==> src/rtl/seq_alu.sv <==
// seq_alu -- sequential ALU with a valid/ready request and result handshake.
//
// Single-cycle operations complete one cycle after acceptance. MUL, MULHU,
// DIVU and REMU run on an iterative unit that spends XLEN cycles in BUSY:
// shift-add for multiply, restoring division for divide. The iterative unit
// is only built when the macro SEQ_ALU_MULDIV_EN is defined. Without it,
// op codes 1100-1111 behave like any unlisted code and return 0.
//
// Ports:
//   clk        clock; all state changes on the rising edge
//   rst        synchronous, active-high reset
//   in_valid   request valid
//   in_ready   block can accept a request (IDLE only)
//   op         4-bit operation code
//   src1/src2  XLEN-bit operands, captured on acceptance
//   out_valid  result valid (DONE only)
//   out_ready  consumer accepts the result
//   result     registered XLEN-bit result
//   Z          registered flag, set when result is all zeros
module seq_alu #(
  parameter int XLEN = 32,
  parameter int SHW  = $clog2(XLEN)
) (
  input  logic            clk,
  input  logic            rst,
  input  logic            in_valid,
  output logic            in_ready,
  input  logic [3:0]      op,
  input  logic [XLEN-1:0] src1,
  input  logic [XLEN-1:0] src2,
  output logic            out_valid,
  input  logic            out_ready,
  output logic [XLEN-1:0] result,
  output logic            Z
);

  localparam logic [1:0] IDLE = 2'b00;
  localparam logic [1:0] BUSY = 2'b01;
  localparam logic [1:0] DONE = 2'b10;

  logic [1:0]      state_r;
  logic [XLEN-1:0] alu_s;
  logic            mc_s;

  // Ready drops while reset is held so no request is seen during reset.
  assign in_ready  = (state_r == IDLE) && !rst;
  assign out_valid = (state_r == DONE);

  // Single-cycle operations, evaluated on the live inputs at acceptance.
  always_comb begin
    alu_s = '0;
    case (op)
      4'b0000: alu_s = src1 + src2;
      4'b0001: alu_s = src1 - src2;
      4'b0010: alu_s = src1 & src2;
      4'b0011: alu_s = src1 | src2;
      4'b0100: alu_s = {{(XLEN-1){1'b0}}, ($signed(src1) < $signed(src2))};
      4'b0101: alu_s = {{(XLEN-1){1'b0}}, (src1 < src2)};
      4'b0110: alu_s = src1 ^ src2;
      4'b1000: alu_s = src1 << src2[SHW-1:0];
      4'b1001: alu_s = $unsigned($signed(src1) >>> src2[SHW-1:0]);
      4'b1010: alu_s = src1 >> src2[SHW-1:0];
      default: alu_s = '0;
    endcase
  end

`ifdef SEQ_ALU_MULDIV_EN
  // Iterative unit state. acc_r is the running high half (multiply) or the
  // partial remainder (divide); lo_r is the shifting multiplier or the
  // dividend being turned into the quotient; b_r holds src2.
  logic [SHW-1:0]  cnt_r;
  logic [XLEN-1:0] acc_r;
  logic [XLEN-1:0] lo_r;
  logic [XLEN-1:0] b_r;
  logic [1:0]      op_r;
  logic [XLEN:0]   sum_s;
  logic [XLEN:0]   shifted_s;
  logic [XLEN:0]   trial_s;
  logic [XLEN-1:0] acc_n_s;
  logic [XLEN-1:0] lo_n_s;
  logic [XLEN-1:0] step_res_s;

  // Multi-cycle ops are the 11xx codes.
  always_comb begin
    mc_s = (op[3:2] == 2'b11);
  end

  // One iteration step; op_r[1] selects divide, op_r[0] selects the upper
  // register (MULHU high half, REMU remainder) as the final result.
  // A zero divisor never makes the trial negative, so the quotient fills
  // with ones and the remainder ends up equal to the dividend.
  always_comb begin
    sum_s     = {1'b0, acc_r} + (lo_r[0] ? {1'b0, b_r} : {(XLEN+1){1'b0}});
    shifted_s = {acc_r, lo_r[XLEN-1]};
    trial_s   = shifted_s - {1'b0, b_r};
    if (op_r[1]) begin
      acc_n_s = trial_s[XLEN] ? shifted_s[XLEN-1:0] : trial_s[XLEN-1:0];
      lo_n_s  = {lo_r[XLEN-2:0], ~trial_s[XLEN]};
    end else begin
      acc_n_s = sum_s[XLEN:1];
      lo_n_s  = {sum_s[0], lo_r[XLEN-1:1]};
    end
    step_res_s = op_r[0] ? acc_n_s : lo_n_s;
  end
`else
  // No iterative unit: every request completes in a single cycle.
  always_comb begin
    mc_s = 1'b0;
  end
`endif

  // Control FSM and registered outputs.
  always_ff @(posedge clk) begin
    if (rst) begin
      state_r <= IDLE;
      result  <= '0;
      Z       <= 1'b1;
`ifdef SEQ_ALU_MULDIV_EN
      cnt_r   <= '0;
      acc_r   <= '0;
      lo_r    <= '0;
      b_r     <= '0;
      op_r    <= 2'b00;
`endif
    end else begin
      case (state_r)
        IDLE: begin
          if (in_valid) begin
            if (mc_s) begin
              state_r <= BUSY;
`ifdef SEQ_ALU_MULDIV_EN
              cnt_r   <= '0;
              acc_r   <= '0;
              lo_r    <= src1;
              b_r     <= src2;
              op_r    <= op[1:0];
`endif
            end else begin
              state_r <= DONE;
              result  <= alu_s;
              Z       <= (alu_s == '0);
            end
          end
        end
`ifdef SEQ_ALU_MULDIV_EN
        BUSY: begin
          acc_r <= acc_n_s;
          lo_r  <= lo_n_s;
          cnt_r <= cnt_r + SHW'(1);
          if (cnt_r == SHW'(XLEN-1)) begin
            state_r <= DONE;
            result  <= step_res_s;
            Z       <= (step_res_s == '0);
          end
        end
`endif
        DONE: begin
          if (out_ready) begin
            state_r <= IDLE;
          end
        end
        default: state_r <= IDLE;
      endcase
    end
  end

endmodule

==> config.mk <==
export PLATFORM = sky130hd
export DESIGN_NAME = seq_alu
export DESIGN_NICKNAME = d
export VERILOG_FILES = /design/src/rtl/seq_alu.sv
export SDC_FILE = /design/constraint.sdc
export NUM_CORES = 1
export LEC_CHECK = 0
export ABC_AREA = 1
export BUFFER_PORTS_ARGS = -buffer_cell sky130_fd_sc_hd__clkbuf_2
export CAP_MARGIN = 25
export CORE_ASPECT_RATIO = 2
export CORE_MARGIN = 2
export CORE_UTILIZATION = 50
export CTS_BUF_LIST = sky130_fd_sc_hd__clkbuf_4 sky130_fd_sc_hd__clkbuf_8
export DETAILED_ROUTE_END_ITERATION = 12
export PLACE_DENSITY = 0.69
export SLEW_MARGIN = 20
export SYNTH_ARGS = -nofsm -noshare
export SYNTH_HDL_FRONTEND = slang
export SYNTH_SLANG_ARGS = --single-unit
export TNS_END_PERCENT = 10
==> constraint.sdc <==
create_clock -name clk -period 3 [get_ports clk]
set_input_delay 0.3 -clock clk [delete_from_list [all_inputs] [get_ports clk]]
set_output_delay 0.3 -clock clk [all_outputs]
set_load 0.02 [all_outputs]
### Word-level counts from Yosys, hierarchy flattened

Cells that the tools add are included.
W data, S select, Z words.

* magnitude comparators: 2
* bitwise logic cells: 3
* equality and inequality tests: 12
* shift-type cells: 3
* add/subtract/negate cells: 2
* reductions and logical operators: 7
* multiplexer cells: 4

Operators by type and width (number)
* $pmux W32 S10: 1
* $lt A32 B32 Y1: 2
* $add A32 B32 Y32: 1
* $and A32 B32 Y32: 1
* $logic_not A32 Y1: 1
* $or A32 B32 Y32: 1
* $shl A32 B5 Y32: 1
* $shr A32 B5 Y32: 1
* $sshr A32 B5 Y32: 1
* $sub A32 B32 Y32: 1
* $xor A32 B32 Y32: 1
* $eq A4 B3 Y1 const B: 3
* $eq A4 B4 Y1 const B: 3
* $eq A4 B2 Y1 const B: 2
* $eq A4 B1 Y1 const B: 1
* $logic_not A4 Y1: 1
* $mux W2: 2
* $pmux W2 S2: 1
* $reduce_and A2 Y1: 2
* $eq A2 B2 Y1 const B: 1
* $logic_not A2 Y1: 1
* $ne A2 B1 Y1 const B: 1
* $ne A2 B2 Y1 const B: 1
* $logic_and A1 B1 Y1: 1
* $logic_not A1 Y1: 1

* word-level logic and storage cells: 36
* input bits: 72
* register bits after elaboration: 35
* output and inout bits: 35

### Longest topological paths before layout

Gate-level depths: netlist (run 1).

* depth after elaboration: 3
* mapped depth: 25
* mapped depth without buffers: 21

### Least setup slack after synthesis (run 1)

OpenSTA, ideal clock, no wires.

* path kind: input -> register
* from: input port src2[2]
* to: register Z
* data required time: 2942 ps
* stages on the path: 21
* slack: 366 ps
* setup time: 58 ps
* buffers on the path: 4
* arrival time: 2575 ps
* cell sequence: buf_2 inv_4 buf_2 buf_2 ha_1 buf_6 nor2_1 nand2_1 nand3_1 nand2_1 nand2_1 nand2_1 nand2_1 nand3_1 a21oi_1 nor2_1 nor2_1 nand3_1 nor2_1 nand3_1 nand2_1

* cells in the longest elaborated chain, start to end: 3
* elaborated cells between the ends (all ways): 12
* those cells by class: add/sub: 2; order compare: 2; shift: 3; mux: 1; bitwise: 3; reduce/logical: 1

RTL lines
* from (decl): RTL line 30 `input logic [XLEN-1:0] src2,`
* $sub A32 B32 Y32 (tied with other cells): RTL line 54 `4'b0001: alu_s = src1 - src2;`
* $pmux W32 S10 *: RTL line 52 `case (op)`
* $logic_not A32 Y1 *: RTL line 141 `Z <= (alu_s == '0);`
* to (signal assigned): RTL line 141
* to (decl): RTL line 34 `output logic Z`

Every way passes the cells marked *; elsewhere a longest branch is shown, timed or not.
A chain may end at the register's enable or synchronous reset.

### Worst setup path in the final report (run 1)

* from: input port src2[11]
* to: register Z

* cells in the longest elaborated chain, start to end: 3
* elaborated cells between the ends (all ways): 9
* those cells by class: add/sub: 2; order compare: 2; mux: 1; bitwise: 3; reduce/logical: 1

RTL lines (RTL line)
* $sub A32 B32 Y32 (tied with other cells): 54
* $pmux W32 S10 *: 52
* $logic_not A32 Y1 *: 141

Marked as above.

==> metrics.txt, run 1 <==
Detailed Place HPWL=48600 µm; Setup violations, final=0; fin. max-slew vios=0; gr usage total=47.5%; data arrival time of the worst path=3040 ps; largest net degree at the start of global routing=73; layout cells sized above 1=16.6%; worst hold path startpoint=out_ready; Post-synth EDFFs=0; Worst Setup Path Type=in2reg; hold_ws=228 ps; Final period util=92.4%; Design Area, Final=0.0133 mm²; Synth Area in Adders=11.0%; slew of the pin with the lowest slew margin=826 ps; Avg WL per Cell=21.8 µm; Port Buffers=106; Synth Warn #=0; Pleak=7.57 nW; clk_lat worst skew=320 ps; area of the multi-input gates=0.00912 mm²; Max Fanout on Critical Path=5; post-synthesis xor/xnor area fraction=0.153%; Synth Register Bits=34; drt first pass iters=8; final antenna-violating net count=0; worst reg2reg path startpoint=state_r[1]; Initial DRC Count=1628; drt total wl=58700 µm; R2R depth=4; Die Span X=111 µm; Die H=218 µm; CP Data Required Time=3270 ps; Post-CTS Hold Buffers=0; complex-gate fraction of the synthesized area=11.9%; TritonCTS buffer count=5; final core occ=58.8%; fillers=2488; Pwr per Cell Area=252 mW/mm²; Max Fclk=0.361 GHz; DRC viols=0; Hold WC Path Type=in2reg; Max clock buf depth=2; Synth Area in Simple Gates=56.6%; hold endpoint=state_r[1]; top cell type by total area after synthesis=nand2_1; syn avg cell area=5.16 µm²; Distinct cells, synth=48; row cnt=78; worst r2r dst=result[0]; startpoint types=input pin; Area growth, synth to finish=16.0%; synth top area cells=nand2_1 (23%), nand3_1 (17%), ha_1 (11%), inv_1 (8.4%), nor2_1 (7.7%); Max Cap Viol=0; endpoints failing hold=0; Area after DPL=0.0131 mm²; fin crit period=2770 ps; share of Yosys cell area claimed by the top area cell type=22.9%; unrepaired setup endpoints after global routing=no; io pins=107; CTS tree=built; Initial Utilization=50.7%; number of global-route vias before repair=15900; WHS Path Cells=4; Mapped Area=0.0114 mm²; clock skew=2.71 ps; Via Count=16100; proportion of synthesized area in mux cells=0%; cells after synthesis=2213; leading cell types by count after synthesis=nand2_1 (698), nand3_1 (392), inv_1 (257); CORE AREA=0.0225 mm²; Congestion Overflow GR=0; antenna violations before repair=0; Reg clk slew, reported paths=70 ps; top-count cell post-synth=nand2_1; clock sinks=34; Synth Flop Type=dfxtp_1; register area share after synthesis=5.96%; Setup crit end kind=flop; die area=0.0241 mm²; RePlAce Congestion=1.13; status=finished, final reports clean; largest family of logic cells by synthesized area=simple AND/OR/NAND/NOR gates; Synth Net Count=2384; first-pass GRT wire length=87800 µm; Final nets=2579; H-tree levels=2; CTS Root Cell=clkbuf_8; Worst VDD drop=0.415 mV; Async SR Flop Fraction=0%; via density per instance=6.01; total power=0.00334 W; Ant. Diodes=0; sequential cell area=681 µm²; slew margin rel.=44.9%; r2r setup slk=1200 ps
==> layer usage <==
layer / track usage [%] / routed length (µm) / part of all wire (%)
met5: 0 / 0 / 0
met4: 49.6 / 7660 / 13
met3: 8.78 / 5180 / 8.8
met2: 82.1 / 27500 / 47
met1: 45.4 / 18400 / 31
==> layout make-up <==
class / instances / share of cell area [%]
clock inverter: 1 / 0.0378
timing repair buffer: 285 / 14.6
tap: 280 / 2.64
sequential: 34 / 5.14
multi-input combinational: 1800 / 68.8
inverter: 282 / 8.10
clock buffer: 7 / 0.680
==> power by group <==
part           total (W)  internal [W]  switching, W
registers       0.000510      0.000491     0.0000190
clock network   0.000372      0.000194      0.000178
logic            0.00246      0.000800       0.00166
total            0.00334       0.00148       0.00186
==> stage by stage <==
| stage | setup slack (ps) | setup TNS [ps] | std cells |
|---|---|---|---|
| after global routing | 24.9 | 0 | 2689 |
| after global placement | -218 | -218 | 2681 |
| after floorplan | 366 | 0 | 2213 |
| final | 228 | 0 | 2689 |
| after CTS | 213 | 0 | 2689 |
| after detailed placement | -108 | -108 | 2681 |
==> critical path, stage by stage <==
cell and delay (ps):
clkbuf_2 130, inv_1 70, ha_1 350, buf_4 160, nand2_1 100, inv_1 70, a21oi_1 330, nand3_2 230
buf_4 200, o21ai_0 180, a21oi_1 80, nor2_2 190, nand2_1 90, nor2_2 210, nand3_1 90, nor2_1 100
nand3_1 80, nand2_1 60
==> worst max path at each step <==
stage | start | endpoint | slack, ps | cells after the start
detailed placement | src1[10] | Z | -110 | 21
global placement | src1[10] | Z | -220 | 21
floorplan | src2[2] | Z | 370 | 21
finish | src2[11] | Z | 230 | 18
global route | src1[0] | Z | 20 | 21
CTS | src1[10] | Z | 210 | 21
==> flip-flops by register name, indices dropped and copies added (netlist names) <==
signal   count
state_r      1
Z            1
result      32
==> layout by cell type, fill, tap and decap left out, types with 3 or more instances in the layout <==
| master | n |
|---|---|
| or2_1 | 3 |
| nor3_1 | 26 |
| a211oi_1 | 3 |
| a21oi_1 | 94 |
| buf_4 | 174 |
| clkbuf_8 | 6 |
| o21ai_1 | 12 |
| nor2_1 | 231 |
| buf_12 | 5 |
| nand4_1 | 25 |
| inv_1 | 257 |
| o22ai_1 | 16 |
| a31oi_1 | 10 |
| nand2_1 | 698 |
| nor2_4 | 3 |
| dfxtp_1 | 34 |
| inv_2 | 18 |
| o211ai_1 | 11 |
| o21bai_1 | 11 |
| inv_4 | 4 |
| nand3_1 | 392 |
| nor2_2 | 16 |
| nand3b_1 | 6 |
| ha_1 | 96 |
| nand3_2 | 21 |
| nand2_2 | 14 |
| nor3_2 | 3 |
| nand2_4 | 17 |
| o21ai_0 | 68 |
| a21oi_2 | 5 |
| clkbuf_2 | 106 |
==> cell families after synthesis <==
group	after synthesis
flip-flops	34
AND/OR/NAND/NOR	1459
adder cells (fa/ha/maj)	99
XOR/XNOR	2
AO/OA/AOI/OAI	240
buffers and inverters	379
==> repair_timing <==
item | CTS | global route
endpoints found under the setup margin | 0 | 1
resized for setup | 0 | 4
setup buffers | 0 | 0
No activity file was read; power rests on OpenSTA's default activity.
==> run 2, diff against run 1 <==
- CELL_PAD_IN_SITES_DETAIL_PLACEMENT: default -> 0
- CELL_PAD_IN_SITES_GLOBAL_PLACEMENT: default -> 1
- CORE_UTILIZATION: 50 -> 42
- PLACE_DENSITY: 0.69 -> default
- PLACE_DENSITY_LB_ADDON: default -> 0.1
==> run 2 against run 1 <==
  * Fmax grew 0.37%
  * Clock skew is 3.6 ps higher
  * Register-to-register slack improved by 160 ps
  * Clock-buffer cell count did not move
  * Combinational power is essentially flat
  * Sequential power hardly changed
  * Sequential share of layout area decreased by 0.099 points
  * Flip-flop and latch count stayed put
  * Global-route usage decreased by 6.0 points
  * Critical endpoint unchanged
  * Highest routed layer unchanged
==> metrics.txt, run 2 (synthesized netlist as in run 1, its figures left out) <==
status=finished, final reports clean; TritonCTS buffer count=5; register share of total power=15.2%; Port Buffers=106; largest net degree at the start of global routing=73; Max Fanout on Critical Path=6; Pwr per Cell Area=249 mW/mm²; Largest regs=result x32, Z x1, state_r x1; Worst VDD drop=0.124 mV; Avg WL per Cell=21.7 µm; endpoints failing hold=0; Clock power frac=11.1%; drt first pass iters=8; row cnt=85; H-tree levels=2; drt total wl=60200 µm; Switching Fraction=55.2%; io pins=107; CORE AREA=0.0268 mm²; Initial DRC Count=1306; data arrival time of the worst path=3010 ps; slew margin rel.=60.6%; die area=0.0286 mm²; Design Area, Final=0.0135 mm²; gr usage total=41.5%; fin cells=2772; Inst Count DP=2764; Initial Utilization=42.6%; Pleak=7.66 nW; max reg flops=32; Setup crit end kind=flop; total power=0.00336 W; CTS Root Cell=clkbuf_8; Largest Register=result; clock skew=6.30 ps; startpoint types=input pin; RePlAce Congestion=1.06; Detailed Place HPWL=50900 µm; clock sinks=34; Max clock buf depth=2; Die H=237 µm; buffers inserted by post-CTS timing repair=0; Worst Setup Path Type=in2reg; layout cells sized above 1=17.2%; Setup violations, final=0; number of global-route vias before repair=15300; commonest cells after routing, fill and taps aside=nand2_1 (698), nand3_1 (390), inv_1 (257); slew of the pin with the lowest slew margin=590 ps; net switching power=0.00186 W; DRC viols=0; Hold WC Path Type=in2reg; CP Data Required Time=3250 ps; Final nets=2594; R2R depth=7; Via Count=15700; Final period util=92.1%; fin crit period=2760 ps; clk_lat worst skew=310 ps; logic gate share of total power=73.8%; antenna violations before repair=0; CTS tree=built; WHS Path Cells=4; Area after DPL=0.0134 mm²; Die Span X=121 µm; Congestion Overflow GR=0; via density per instance=5.66; Reg clk slew, reported paths=70 ps; Max Cap Viol=0; most common cell after layout, fill and taps aside=nand2_1; Area growth, synth to finish=18.3%; fin. max-slew vios=0; first-pass GRT wire length=88500 µm; Ant. Diodes=0; Internal Pwr Total=0.00151 W; Max Fclk=0.362 GHz; final antenna-violating net count=0
-- run 2: power groups by stage --
stage                     combinational (W)  clock [W]  sequential, W
after detailed placement            0.00239          0       0.000521
after global routing                0.00268   0.000394       0.000515
final                               0.00248   0.000372       0.000511
after CTS                           0.00240   0.000379       0.000511
after floorplan                     0.00135          0       0.000568
after global placement              0.00239          0       0.000520
-- run 2: path summary, 6_finish.rpt --
path / start / slack, ps / end
max: src2[4] / 240 / Z
min: out_ready / 240 / state_r[1]
max reg2reg: state_r[1] / 1360 / Z
min reg2reg: result[29] / 500 / result[29]
-- run 2: stage by stage --
stage / hold WS [ps] / utilization [%] / setup slack [ps] / setup TNS (ps)
after global placement: 488 / 50.0 / -126 / -126
after CTS: 226 / 50.3 / 160 / 0
after detailed placement: 488 / 50.0 / -101 / -101
after floorplan: 460 / - / 366 / 0
after global routing: 253 / 50.4 / -5.59 / -5.59
final: 237 / 50.4 / 238 / 0
-- run 2: critical path, cell delays in order --
cell and delay (ps):
clkbuf_2 190, inv_2 60, ha_1 400, inv_1 90, nand2_1 60, nand2_1 70
nand2_1 60, nand2_1 70, buf_4 130, nand2_1 70, nand3_2 300, nor2_1 190
nor2_1 60, nor2_1 100, nand2_1 100, nor2_1 140, nand3_2 230, nor3_2 220
nand3_1 90, nand2_1 60
-- run 2: final cells by class --
cell class              count  area [µm²]
clock inverters             1        5.00
well taps                 348         435
repair buffers            300        2100
flip-flops and latches     34         681
inverters                 282        1070
multi-input cells        1800        9130
clock buffers               7        90.1
fillers                  3108       13300
-- run 2: repair_timing --
| item | 4_1_cts | 5_1_grt |
|---|---|---|
| endpoints found under the setup margin | 0 | 1 |
| hold buffers | 0 | 0 |
| gates resized for setup | 0 | 6 |
-- run 2: routing by layer --
layer | GRT usage (%) | part of all wire (%)
met4 | 40.3 | 12
met2 | 72.2 | 48
met3 | 4.46 | 5.7
met1 | 41.6 | 34
met5 | 0 | 0
==> run 3, diff against run 2 <==
- CORE_ASPECT_RATIO: 2 -> 0.7
==> run 3 against run 2 <==
  * Worst hold slack better by 24 ps
  * Combinational power up 2%
  * Sequential share of layout area down 0.11 points
  * Clock-buffer cell count down 1
  * Power up 1.6%
  * Clock power down 3%
  * Largest cell class unchanged
  * Critical path depth down 3
  * First-iteration DRC count up 79%
  * Flip-flop and latch count unchanged
  * Largest power group unchanged
  * Core utilization up 1.3 points
  * Non-clock buffer count up 43
  * Worst setup slack worse by 130 ps
  * Highest routed layer unchanged
==> metrics.txt, run 3 (synthesized netlist as in run 1, its figures left out) <==
Pleak=7.85 nW; H-tree levels=2; Via Count=16100; clock skew=5.00 ps; Internal Pwr Total=0.00155 W; Max Fclk=0.346 GHz; Largest regs=result x32, Z x1, state_r x1; die area=0.0286 mm²; Worst Setup Path Type=in2reg; Max Fanout on Critical Path=4; CP max stage delay=410 ps; CTS Root Cell=clkbuf_8; clk_lat worst skew=300 ps; Max clock buf depth=2; Largest Register=result; largest net degree at the start of global routing=74; endpoints failing hold=0; total power=0.00342 W; Worst VDD drop=0.420 mV; gr usage total=39.7%; antenna violations before repair=0; Die Span X=201 µm; slew of the pin with the lowest slew margin=768 ps; register share of total power=15.0%; drt total wl=58200 µm; slew margin rel.=48.6%; Top delay family on crit path=simple AND/OR/NAND/NOR gates; via density per instance=5.69; Final nets=2637; first-pass GRT wire length=86200 µm; CTS tree=built; Die H=142 µm; startpoint types=input pin; io pins=107; Port Buffers=106; fin. max-slew vios=0; Clock power frac=10.5%; Hold WC Path Type=in2reg; max reg flops=32; Avg WL per Cell=20.6 µm; Initial DRC Count=2336; drt first pass iters=6; slowest CP cell=fa_1; Pwr per Cell Area=247 mW/mm²; DRC viols=0; sequential cell area=681 µm²; Ant. Diodes=0; RePlAce Congestion=1.06; data arrival time of the worst path=3140 ps; r2r setup slk=1680 ps; number of global-route vias before repair=14200; net switching power=0.00186 W; fin crit period=2890 ps; commonest cells after routing, fill and taps aside=nand2_1 (696), nand3_1 (391), inv_1 (257); Max Cap Viol=0; Resized Gates After CTS=0; fillers=3022; Initial Utilization=42.8%; final antenna-violating net count=0; Switching Fraction=54.6%; CP Cell Sequence=clkbuf_2 -> inv_1 -> ha_1 -> fa_1 -> o21ai_0 -> nand3_1 -> nand2_1 -> nand2_1 -> a21oi_1 -> nor2_1 -> nor2_1 -> nand2_1 -> nor2_1 -> nand3_1 -> nor3_2 -> nand3_1 -> nand2_1; row cnt=50; Final period util=96.5%; Setup violations, final=0; crit path from=src1[0]; layout cells sized above 1=18.8%; TritonCTS buffer count=5; most common cell after layout, fill and taps aside=nand2_1; CP Data Required Time=3250 ps; Most common cell on crit path=nand2_1; CORE AREA=0.0267 mm²; worst hold path startpoint=out_ready; area of the multi-input gates=0.00914 mm²; clock sinks=34; Post-CTS Hold Buffers=0; CP Buf/Inv Count=2; unrepaired setup endpoints after global routing=no; Congestion Overflow GR=0; logic gate share of total power=74.4%; Setup crit end kind=flop; final core occ=51.7%; status=finished, final reports clean; Detailed Place HPWL=49600 µm; buffers inserted by post-CTS timing repair=0; Reg clk slew, reported paths=80 ps; worst reg2reg path startpoint=state_r[1]; Area growth, synth to finish=20.9%
==> run 3: stage by stage <==
stage                     instances  worst slack (ps)  area (µm²)  TNS [ps]  hold slack, ps
final                          2831               106       13800         0             261
after global routing           2831              48.9       13800         0             275
after CTS                      2831               113       13800         0             244
after detailed placement       2823              -188       13700      -188             486
after global placement         2823              -287       13700      -346             492
after floorplan                2213               366       11400         0             460
==> run 3: worst register-to-register path, delay by kind of cell (launching register included) <==
family | cells | cell delay [ps]
buffers and inverters | 2 | 460
AND/OR/NAND/NOR | 3 | 360
AO/OA/AOI/OAI | 1 | 90
flip-flops | 1 | 360
==> run 3: final timing paths <==
kind                                    to  depth (start not counted)
worst max-delay path                     Z                         17
worst min-delay path            state_r[1]                          4
worst max register to register  result[16]                          6
worst min register to register  result[15]                          2
==> run 3: power groups by stage <==
stage               registers [W]  clock network [W]  logic, W
CTS                      0.000513           0.000371   0.00245
global placement         0.000523                  0   0.00243
detailed placement       0.000522                  0   0.00243
floorplan                0.000568                  0   0.00135
global route             0.000517           0.000387   0.00274
finish                   0.000514           0.000360   0.00254
==> run 3: area by class of cell <==
type	count	share of cell area, %
clock buffers	6	0.598
clock inverters	2	0.0906
inverters	282	7.77
multi-input cells	1800	66.1
flip-flops and latches	34	4.93
well taps	364	3.30
repair buffers	343	17.2
==> run 3: layer usage <==
metal / vias up / share of wire, % / global-route usage (%)
li1: 7645 / - / -
met2: 1041 / 38 / 57.1
met4: 0 / 3.0 / 10.8
met1: 7331 / 47 / 60.3
met3: 87 / 12 / 6.14
met5: - / 0 / 0
